### src/rtl/video_pkg.sv
// Shared timing defaults, counter width, FSM encoding and RGB888 packing
// for the DVI raster path.
package video_pkg;

   localparam int CNT_W = 12;
   localparam int PIX_W = 24;

   // RGB888 packing: {R, G, B}
   localparam int R_LSB = 16;
   localparam int G_LSB = 8;
   localparam int B_LSB = 0;

   // 640x480@60 defaults
   localparam int DEF_H_ACTIVE = 640;
   localparam int DEF_H_FP     = 16;
   localparam int DEF_H_SYNC   = 96;
   localparam int DEF_H_BP     = 48;
   localparam int DEF_V_ACTIVE = 480;
   localparam int DEF_V_FP     = 10;
   localparam int DEF_V_SYNC   = 2;
   localparam int DEF_V_BP     = 33;
   localparam bit DEF_HSYNC_POL = 1'b0;
   localparam bit DEF_VSYNC_POL = 1'b0;

   typedef enum logic [1:0] {
      ST_IDLE     = 2'd0,
      ST_RUN      = 2'd1,
      ST_STOPPING = 2'd2
   } state_t;

   function automatic logic [7:0] pix_chan(input logic [PIX_W-1:0] pix, input int lsb);
      return pix[lsb +: 8];
   endfunction

endpackage

### src/rtl/video_timing_counter.sv
// Horizontal/vertical raster counters with active, sync and frame-boundary decode.
// Counters hold when advance_i is low; the controller keeps them at 0 while idle.
module video_timing_counter
   import video_pkg::*;
#(
   parameter int H_ACTIVE = DEF_H_ACTIVE,
   parameter int H_FP     = DEF_H_FP,
   parameter int H_SYNC   = DEF_H_SYNC,
   parameter int H_BP     = DEF_H_BP,
   parameter int V_ACTIVE = DEF_V_ACTIVE,
   parameter int V_FP     = DEF_V_FP,
   parameter int V_SYNC   = DEF_V_SYNC,
   parameter int V_BP     = DEF_V_BP
) (
   input  logic clk_i,
   input  logic rst_i,
   input  logic advance_i,
   output logic active_o,
   output logic hsync_o,
   output logic vsync_o,
   output logic frame_first_o,
   output logic frame_last_o
);

   localparam int H_TOTAL = H_ACTIVE + H_FP + H_SYNC + H_BP;
   localparam int V_TOTAL = V_ACTIVE + V_FP + V_SYNC + V_BP;

   localparam logic [CNT_W-1:0] H_ACT_C  = CNT_W'(H_ACTIVE);
   localparam logic [CNT_W-1:0] H_SS_C   = CNT_W'(H_ACTIVE + H_FP);
   localparam logic [CNT_W-1:0] H_SE_C   = CNT_W'(H_ACTIVE + H_FP + H_SYNC);
   localparam logic [CNT_W-1:0] H_LAST_C = CNT_W'(H_TOTAL - 1);
   localparam logic [CNT_W-1:0] V_ACT_C  = CNT_W'(V_ACTIVE);
   localparam logic [CNT_W-1:0] V_SS_C   = CNT_W'(V_ACTIVE + V_FP);
   localparam logic [CNT_W-1:0] V_SE_C   = CNT_W'(V_ACTIVE + V_FP + V_SYNC);
   localparam logic [CNT_W-1:0] V_LAST_C = CNT_W'(V_TOTAL - 1);

   logic [CNT_W-1:0] h_cnt;
   logic [CNT_W-1:0] v_cnt;
   logic             h_last;
   logic             v_last;

   assign h_last = (h_cnt == H_LAST_C);
   assign v_last = (v_cnt == V_LAST_C);

   always_ff @(posedge clk_i or posedge rst_i) begin
      if (rst_i) begin
         h_cnt <= '0;
         v_cnt <= '0;
      end else if (advance_i) begin
         if (h_last) begin
            h_cnt <= '0;
            v_cnt <= v_last ? '0 : v_cnt + 1'b1;
         end else begin
            h_cnt <= h_cnt + 1'b1;
         end
      end
   end

   assign active_o      = (h_cnt < H_ACT_C) && (v_cnt < V_ACT_C);
   assign hsync_o       = (h_cnt >= H_SS_C) && (h_cnt < H_SE_C);
   assign vsync_o       = (v_cnt >= V_SS_C) && (v_cnt < V_SE_C);
   assign frame_first_o = (h_cnt == '0) && (v_cnt == '0);
   assign frame_last_o  = h_last && v_last;

endmodule

### src/rtl/video_timing_ctrl.sv
// Raster timing controller: frame-aligned start/stop FSM, one-pixel-per-clock
// pull from the upstream source, registered RGB/sync/blank and sticky underflow.
module video_timing_ctrl
   import video_pkg::*;
#(
   parameter int H_ACTIVE  = DEF_H_ACTIVE,
   parameter int H_FP      = DEF_H_FP,
   parameter int H_SYNC    = DEF_H_SYNC,
   parameter int H_BP      = DEF_H_BP,
   parameter int V_ACTIVE  = DEF_V_ACTIVE,
   parameter int V_FP      = DEF_V_FP,
   parameter int V_SYNC    = DEF_V_SYNC,
   parameter int V_BP      = DEF_V_BP,
   parameter bit HSYNC_POL = DEF_HSYNC_POL,
   parameter bit VSYNC_POL = DEF_VSYNC_POL
) (
   input  logic             clk_i,
   input  logic             rst_i,
   input  logic             enable_i,
   input  logic             pix_valid_i,
   input  logic [PIX_W-1:0] pix_data_i,
   output logic             pix_ready_o,
   output logic [7:0]       vga_red_o,
   output logic [7:0]       vga_green_o,
   output logic [7:0]       vga_blue_o,
   output logic             vga_blank_o,
   output logic             vga_hsync_o,
   output logic             vga_vsync_o,
   output logic             frame_start_o,
   output logic             busy_o,
   output logic             underflow_o
);

   state_t state_q;
   state_t state_d;
   logic   busy;
   logic   active;
   logic   hsync;
   logic   vsync;
   logic   frame_first;
   logic   frame_last;
   logic   pix_live;
   logic   pix_take;
   logic   pix_starve;
   logic   frame_begin;

   video_timing_counter #(
      .H_ACTIVE (H_ACTIVE),
      .H_FP     (H_FP),
      .H_SYNC   (H_SYNC),
      .H_BP     (H_BP),
      .V_ACTIVE (V_ACTIVE),
      .V_FP     (V_FP),
      .V_SYNC   (V_SYNC),
      .V_BP     (V_BP)
   ) u_counter (
      .clk_i         (clk_i),
      .rst_i         (rst_i),
      .advance_i     (busy),
      .active_o      (active),
      .hsync_o       (hsync),
      .vsync_o       (vsync),
      .frame_first_o (frame_first),
      .frame_last_o  (frame_last)
   );

   assign busy        = (state_q != ST_IDLE);
   assign busy_o      = busy;
   assign pix_live    = busy && active;
   assign pix_ready_o = pix_live;
   assign pix_take    = pix_live && pix_valid_i;
   assign pix_starve  = pix_live && !pix_valid_i;
   assign frame_begin = busy && frame_first;

   always_ff @(posedge clk_i or posedge rst_i) begin
      if (rst_i) state_q <= ST_IDLE;
      else       state_q <= state_d;
   end

   // A stop request on the very last cycle of a frame goes straight to idle,
   // so no extra frame is started just to be drained.
   always_comb begin
      state_d = state_q;
      case (state_q)
         ST_IDLE:     if (enable_i) state_d = ST_RUN;
         ST_RUN:      if (!enable_i) state_d = frame_last ? ST_IDLE : ST_STOPPING;
         ST_STOPPING: begin
            if (enable_i)        state_d = ST_RUN;
            else if (frame_last) state_d = ST_IDLE;
         end
         default:     state_d = ST_IDLE;
      endcase
   end

   always_ff @(posedge clk_i or posedge rst_i) begin
      if (rst_i) begin
         vga_red_o     <= '0;
         vga_green_o   <= '0;
         vga_blue_o    <= '0;
         vga_blank_o   <= 1'b1;
         vga_hsync_o   <= ~HSYNC_POL;
         vga_vsync_o   <= ~VSYNC_POL;
         frame_start_o <= 1'b0;
         underflow_o   <= 1'b0;
      end else begin
         vga_red_o     <= pix_take ? pix_chan(pix_data_i, R_LSB) : 8'h00;
         vga_green_o   <= pix_take ? pix_chan(pix_data_i, G_LSB) : 8'h00;
         vga_blue_o    <= pix_take ? pix_chan(pix_data_i, B_LSB) : 8'h00;
         vga_blank_o   <= !pix_live;
         vga_hsync_o   <= (busy && hsync) ? HSYNC_POL : ~HSYNC_POL;
         vga_vsync_o   <= (busy && vsync) ? VSYNC_POL : ~VSYNC_POL;
         frame_start_o <= frame_begin;
         // set beats the frame-start clear
         if (pix_starve)       underflow_o <= 1'b1;
         else if (frame_begin) underflow_o <= 1'b0;
      end
   end

endmodule

### config.mk
export PLATFORM = sky130hd
export DESIGN_NAME = video_timing_ctrl
export DESIGN_NICKNAME = d
export VERILOG_FILES = /design/src/rtl/video_pkg.sv /design/src/rtl/video_timing_counter.sv /design/src/rtl/video_timing_ctrl.sv
export SDC_FILE = /design/constraint.sdc
export NUM_CORES = 1
export LEC_CHECK = 0
export CORE_MARGIN = 3
export CORE_UTILIZATION = 40
export CTS_CLUSTER_DIAMETER = 100
export CTS_CLUSTER_SIZE = 8
export DETAILED_ROUTE_END_ITERATION = 8
export HOLD_SLACK_MARGIN = 0.05
export PLACE_DENSITY = 0.75
export SYNTH_ARGS = -nofsm -noshare
export SYNTH_HDL_FRONTEND = slang
export SYNTH_SLANG_ARGS = --single-unit
### constraint.sdc
create_clock -name clk_i -period 1.8 [get_ports clk_i]
set_input_delay 0.36 -clock clk_i [delete_from_list [all_inputs] [get_ports clk_i]]
set_output_delay 0.36 -clock clk_i [all_outputs]
set_load 0.02 [all_outputs]
Yosys cells after proc, flatten, opt, wreduce, memory -nomap -nowiden
Cells that the tools add are included.

storage, ports and cells
  memories = 0
  logic and storage cells = 61
  RAM bits = 0
  input bits = 28
  memory bits (read-only) = 0
  register bits after elaboration = 55
  output and inout port bits = 31
  latch bits = 0

operators by class
  $lt $le $gt $ge = 6
  divide/modulo/power cells = 0
  bitwise logic cells = 0
  add/subtract/negate cells = 2
  equality and inequality tests = 7
  reduce and logical (&&, ||, !) cells = 20
  $mul = 0
  mux-type cells = 15
  shift operators = 0

operator list
  kind                                                                  number
  adder 12 x 1 -> 12 bit (second input constant)                        2
  == test 12 x 10 -> 1 bit (second input constant)                      2
  logical NOT 12 bit                                                    2
  less-than comparator 12 x 10 -> 1 bit (second input constant)         2
  less-than comparator 12 x 9 -> 1 bit (second input constant)          2
  two-way mux 12 bit                                                    2
  two-way mux 8 bit                                                     3
  greater-or-equal comparator 12 x 10 -> 1 bit (second input constant)  1
  greater-or-equal comparator 12 x 9 -> 1 bit (second input constant)   1
  logical AND 1 bit                                                     11
  two-way mux 2 bit                                                     5
  case mux 2 bit (3 select lines)                                       1
  two-way mux 1 bit                                                     4
  != test 2 bit (second input constant)                                 2
  nonzero test 2 bit                                                    2
  != test 3 bit (second input constant)                                 1
  AND reduction 3 bit                                                   1
  == test 2 x 1 -> 1 bit (second input constant)                        1
  == test 2 bit (second input constant)                                 1
  logical NOT 1 bit                                                     2
  logical NOT 2 bit                                                     1
  AND reduction 2 bit                                                   1

Longest topological paths before layout
  depth in word-level cells = 5
  mapped depth = 6
  mapped depth without buffers = 6

Hierarchy
A second synthesis with hierarchy kept.

unflattened totals
  cell total of the unflattened synthesis = 220
  area total of the unflattened synthesis = 2519.9 µm²

by module, submodules not included
  module                cells an instance  area an instance (µm²)  times used  sequential area each (µm²)
  video_timing_counter  150                1430.1                  1           600.6
  video_timing_ctrl     70                 1089.8                  1           779.5

Worst setup path before layout
Ideal clock, no wire load.

  kind = register to register
  from = register u_counter.h_cnt[11]
  to = register u_counter.v_cnt[3]
  setup time = 0.083 ns
  stages on the path, launching flop included = 6
  slack = -0.052 ns
  path buffers = 1
  data required time = 1.717 ns
  period minus slack after synthesis = 1.852 ns
  data arrival time = 1.769 ns
  cells stage by stage = dfrtp_1 or4_4 or3_1 buf_2 or3_1 o21ai_0

on the way
  longest elaborated chain between the ends = 2

ends and longest elaborated chain
  what                           line                        text
  start: declaration             video_timing_counter.sv:37  logic [CNT_W-1:0] h_cnt;
  start signal: assignment       video_timing_counter.sv:54  h_cnt <= h_cnt + 1'b1;
  == test 12 x 10 -> 1 bit       video_timing_counter.sv:42  assign h_last = (h_cnt == H_LAST_C);
  AND reduction 2 bit (no line)  n/a
  end signal: assignment         video_timing_counter.sv:52  v_cnt <= v_last ? '0 : v_cnt + 1'b1;
  end: declaration               video_timing_counter.sv:38  logic [CNT_W-1:0] v_cnt;

Every way passes these cells.
A chain may end at the register's enable or synchronous reset.

Worst setup path after layout
Same ends and word-level chain as after synthesis.

==> summary by stage <==
Floorplanning
The total die area is 0.00688 mm2. The die is 83.0 um wide. The initial utilization of the core area, before any placement, comes to 42.2%. The die is 83.0 um tall.

The core region area is 0.00561 mm2. The initialized floorplan defines 27 standard-cell rows. The number of primary I/O pins is 59.

Worst setup path
The worst setup path is captured at a flip-flop. The worst setup path is of the reg2reg kind. In this run the worst path has a maximum fanout of 4. The critical path data arrival time is 2.07 ns. Broken down by cell family, the worst path's largest delay share belongs to simple AND/OR/NAND/NOR gates.

For this run, the slowest stage of the critical path takes 0.57 ns. In this run the number of cells on the critical path is 4. For the worst setup path, the data required time is 2.03 ns. The type of element launching the critical path is a flip-flop. On the critical path, the stage with the largest delay is an instance of sky130_fd_sc_hd__or4_4. Traced cell by cell, the critical path runs through or4_4 -> or3_4 -> or3_1 -> o21ai_1. Together, buffers and inverters on the worst path number 0. The depth of the worst register-to-register path is 4.

CTS
The CTS buffer count is 5. The sink count of the clock tree is 55. The clock latency of the later-clocked register in the worst-skew pair is 0.31 ns. The clock tree synthesis step divided the H-tree into 2 levels. The clock passes through at most 2 buffers. After clock tree synthesis, the clock-pin slew on the worst setup and hold paths is 0.09 ns. The cell chosen for the clock root is sky130_fd_sc_hd__clkbuf_8.

TritonCTS built the clock tree. The number of hold buffers added after CTS was 0.

Logic synthesis
After Yosys synthesis, XOR and XNOR cells account for 5.55% of the synthesized area. The synthesized net count is 240. The count of state elements after synthesis is 55. The largest area contributor in the synthesized netlist is sky130_fd_sc_hd__dfrtp_1. The most used flip-flop cell after synthesis is sky130_fd_sc_hd__dfrtp_1. The number of enable-type register cells in the synthesized netlist is 0. The distinct cell type count after synthesis is 37.

Summed over its instances, the top area cell type makes up 54.9% of the synthesized netlist area. The simple-gate area share of the yosys netlist is 23.3%. Of the synthesized area, sequential elements account for 58.3%. The most frequent cell after synthesis is sky130_fd_sc_hd__dfrtp_1. The combinational family with the most area after synthesis is simple AND/OR/NAND/NOR gates. The synthesized-area fraction occupied by adder cells is 2.11%. By count the netlist is led by sky130_fd_sc_hd__dfrtp_1 (52), sky130_fd_sc_hd__and2_1 (25), sky130_fd_sc_hd__inv_1 (13), sky130_fd_sc_hd__nand3_1 (13), sky130_fd_sc_hd__nor2_1 (11).

After technology mapping, the gate count stands at 208. The portion of synthesized area spent on multiplexers is 0%. For this run, asynchronously set or reset flops after synthesis account for 100%. By area the synthesized netlist is led by sky130_fd_sc_hd__dfrtp_1 (55%), sky130_fd_sc_hd__and2_1 (6.6%), sky130_fd_sc_hd__dfstp_2 (3.3%). The synthesized netlist devotes 5.12% of its cell area to compound gates.

In this run the cell area of the synthesized design comes to 0.00237 mm2. The Yosys step of the flow raised 0 warnings. Each instance of the synthesized netlist takes up on average 11.4 um2.

STA
After layout, the worst setup slack is -0.0339 ns. The worst hold slack across all endpoints is 0.399 ns. For this run, the top clock speed supported by timing is 0.545 GHz. After layout, the minimum clock period comes to 1.83 ns. The slew at the pin closest to its max-slew limit is 0.475 ns. On the final layout, the worst clock skew is 0.00719 ns. The final max-slew violation count is 0. The relative slew slack is 68.1%. The number of failing hold endpoints at the final stage is 0. Setup repair after global routing could not meet its margin everywhere. Setup violations remaining at the end of the flow were counted as 1. The final critical-path share of the clock period is 102%.

Global routing
The first global-routing pass estimated 8450 um of wire. The initial antenna violation count was 0. Entering global routing, the biggest net connects 56 pins. The number of global-route vias before repair is 1820. After global routing the overflow that remains totals 0.

The all-layer global routing usage is 15.1%.

Power and ir drop
In this run the power density over the cells is 849 mW/mm2. IR analysis of the VDD net gives a maximum drop of 418 uV. The static power due to leakage is 1.51 nW.

Detailed routing
The detailed router placed 1800 vias in this run. The number of search-and-repair iterations in the first detailed-routing pass is 4. Using the TritonRoute via totals, the vias-per-cell ratio works out to 4.90. The remaining design rule violation count is 0. After detailed routing, the average wire length per cell comes to 13.4 um. The routed design has 4930 um of wire. The initial detailed-routing violation count is 107. The detail route stage leaves a number of antenna-violating nets equal to 0.

Finish
The area growth from synthesis to layout is 40.4%. The post-route standard cell area excluding fillers is 0.00332 mm2. The layout has 497 filler cells. The net count of the finished layout is 327. 0 antenna diodes ended up in the layout. The fraction of final layout cells with drive strength greater than 1 is 16.6%.

Flow run
The number of max-cap violations is 0.

Run status
The checks that failed: negative setup slack. The flow ran to the end, but the final reports show violations.

Place
At the end of routability-driven placement, the weighted congestion stood at 0.822. The post-placement cell area is 0.00316 mm2. Once detailed placement completed, the half-perimeter wirelength came to 3660 um. During placement, the flow inserted port buffers numbering 58.

Min path
The class of the tightest hold or removal check is in2async.
-- worst min-delay path: stages --
cell and delay [ns]:
sky130_fd_sc_hd__clkdlybuf4s50_1 0.41, sky130_fd_sc_hd__inv_2 0.07, sky130_fd_sc_hd__buf_12 0.26
-- cells by family after synthesis --
group	Yosys count
DFF	55
xor gates and xnor gates	15
adders and majority gates	4
buffers and inverters	19
and+or+nand+nor	96
AOI/OAI and AO/OA	19
-- layout make-up --
class	count	area (um2)	share of cell area, %
clock inverter	2	37.5	1.13
timing repair buffer	86	806	24.2
tap	72	90.1	2.71
sequential	55	1380	41.5
multi-input combinational	134	893	26.9
clock buffer	5	68.8	2.07
inverter	13	48.8	1.47
-- what timing repair did --
action                     in CTS  in global routing
pin swaps                       0                  2
buffers inserted                1                  1
resized for setup              10                 10
setup endpoints to repair       9                 13
-- state kept, by name, indices dropped and copies added (netlist names) --
register,cells
frame_start_o,1
vga_blue_o,8
vga_red_o,8
u_counter.v_cnt,12
u_counter.h_cnt,12
vga_hsync_o,1
underflow_o,1
vga_blank_o,1
vga_vsync_o,1
state_q,2
vga_green_o,8
-- power by group --
| group | total (mW) | internal (mW) | switching [mW] |
|---|---|---|---|
| combinational | 0.608 | 0.311 | 0.297 |
| clock | 0.787 | 0.407 | 0.381 |
| sequential | 1.43 | 1.35 | 0.0790 |
-- stage by stage --
stage / TNS [ns] / instances / utilization [%] / setup WS, ns / power (mW)
after floorplan: -0.0686 / 208 / - / -0.0518 / 1.91
after global placement: -0.0725 / 358 / 56.4 / -0.0456 / 2.03
after detailed placement: -0.327 / 358 / 56.4 / -0.110 / 2.05
after CTS: -0.00956 / 366 / 58.5 / -0.00956 / 2.84
after global routing: -0.209 / 367 / 59.3 / -0.0871 / 2.97
final: -0.0339 / 367 / 59.3 / -0.0339 / 2.82
-- worst paths after layout --
check,from,end,slack [ns]
setup reg to reg,u_counter.h_cnt[11]$_DFFE_PP0P_,u_counter.v_cnt[3]$_DFFE_PP0P_,-0.03
max in group asynchronous,rst_i,vga_hsync_o$_DFF_PP1_,1.09
setup / recovery,u_counter.h_cnt[11]$_DFFE_PP0P_,u_counter.v_cnt[3]$_DFFE_PP0P_,-0.03
min in group clk_i,underflow_o$_DFFE_PP0P_,underflow_o$_DFFE_PP0P_,0.53
hold reg to reg,underflow_o$_DFFE_PP0P_,underflow_o$_DFFE_PP0P_,0.53
hold / removal,rst_i,u_counter.h_cnt[4]$_DFFE_PP0P_,0.40
-- per-layer routing --
metal  routed length, um  GRT usage, %  part of all wire [%]  vias to the layer above
met5                   0             0                     0                        -
met4                  61          4.46                   1.2                        0
met3                 659          8.04                    13                        7
met2                2170          23.5                    44                       74
met1                2040          18.2                    41                      831
li1                    -             -                     -                      888
-- cell usage in the layout, fill, tap and decap left out, types with 2 or more instances in the layout --
cell / synthesis / layout
sky130_fd_sc_hd__a31oi_1: 2 / 2
sky130_fd_sc_hd__and2_1: 25 / 25
sky130_fd_sc_hd__and3_1: 4 / 4
sky130_fd_sc_hd__and4_1: 2 / 2
sky130_fd_sc_hd__buf_4: 1 / 27
sky130_fd_sc_hd__clkbuf_8: 0 / 5
sky130_fd_sc_hd__clkdlybuf4s50_1: 0 / 54
sky130_fd_sc_hd__dfrtp_1: 52 / 52
sky130_fd_sc_hd__dfstp_2: 3 / 3
sky130_fd_sc_hd__ha_1: 4 / 4
sky130_fd_sc_hd__inv_1: 13 / 12
sky130_fd_sc_hd__nand2_1: 9 / 9
sky130_fd_sc_hd__nand3_1: 13 / 13
sky130_fd_sc_hd__nand4_1: 9 / 9
sky130_fd_sc_hd__nor2_1: 11 / 10
sky130_fd_sc_hd__nor2b_1: 2 / 2
sky130_fd_sc_hd__nor3_1: 8 / 5
sky130_fd_sc_hd__nor3_2: 0 / 3
sky130_fd_sc_hd__nor4_1: 3 / 2
sky130_fd_sc_hd__o21ai_0: 8 / 7
sky130_fd_sc_hd__o22ai_1: 2 / 2
sky130_fd_sc_hd__or3_1: 3 / 2
sky130_fd_sc_hd__xnor2_1: 9 / 9
sky130_fd_sc_hd__xor2_1: 6 / 6
No activity file was read; power rests on OpenSTA's default activity.
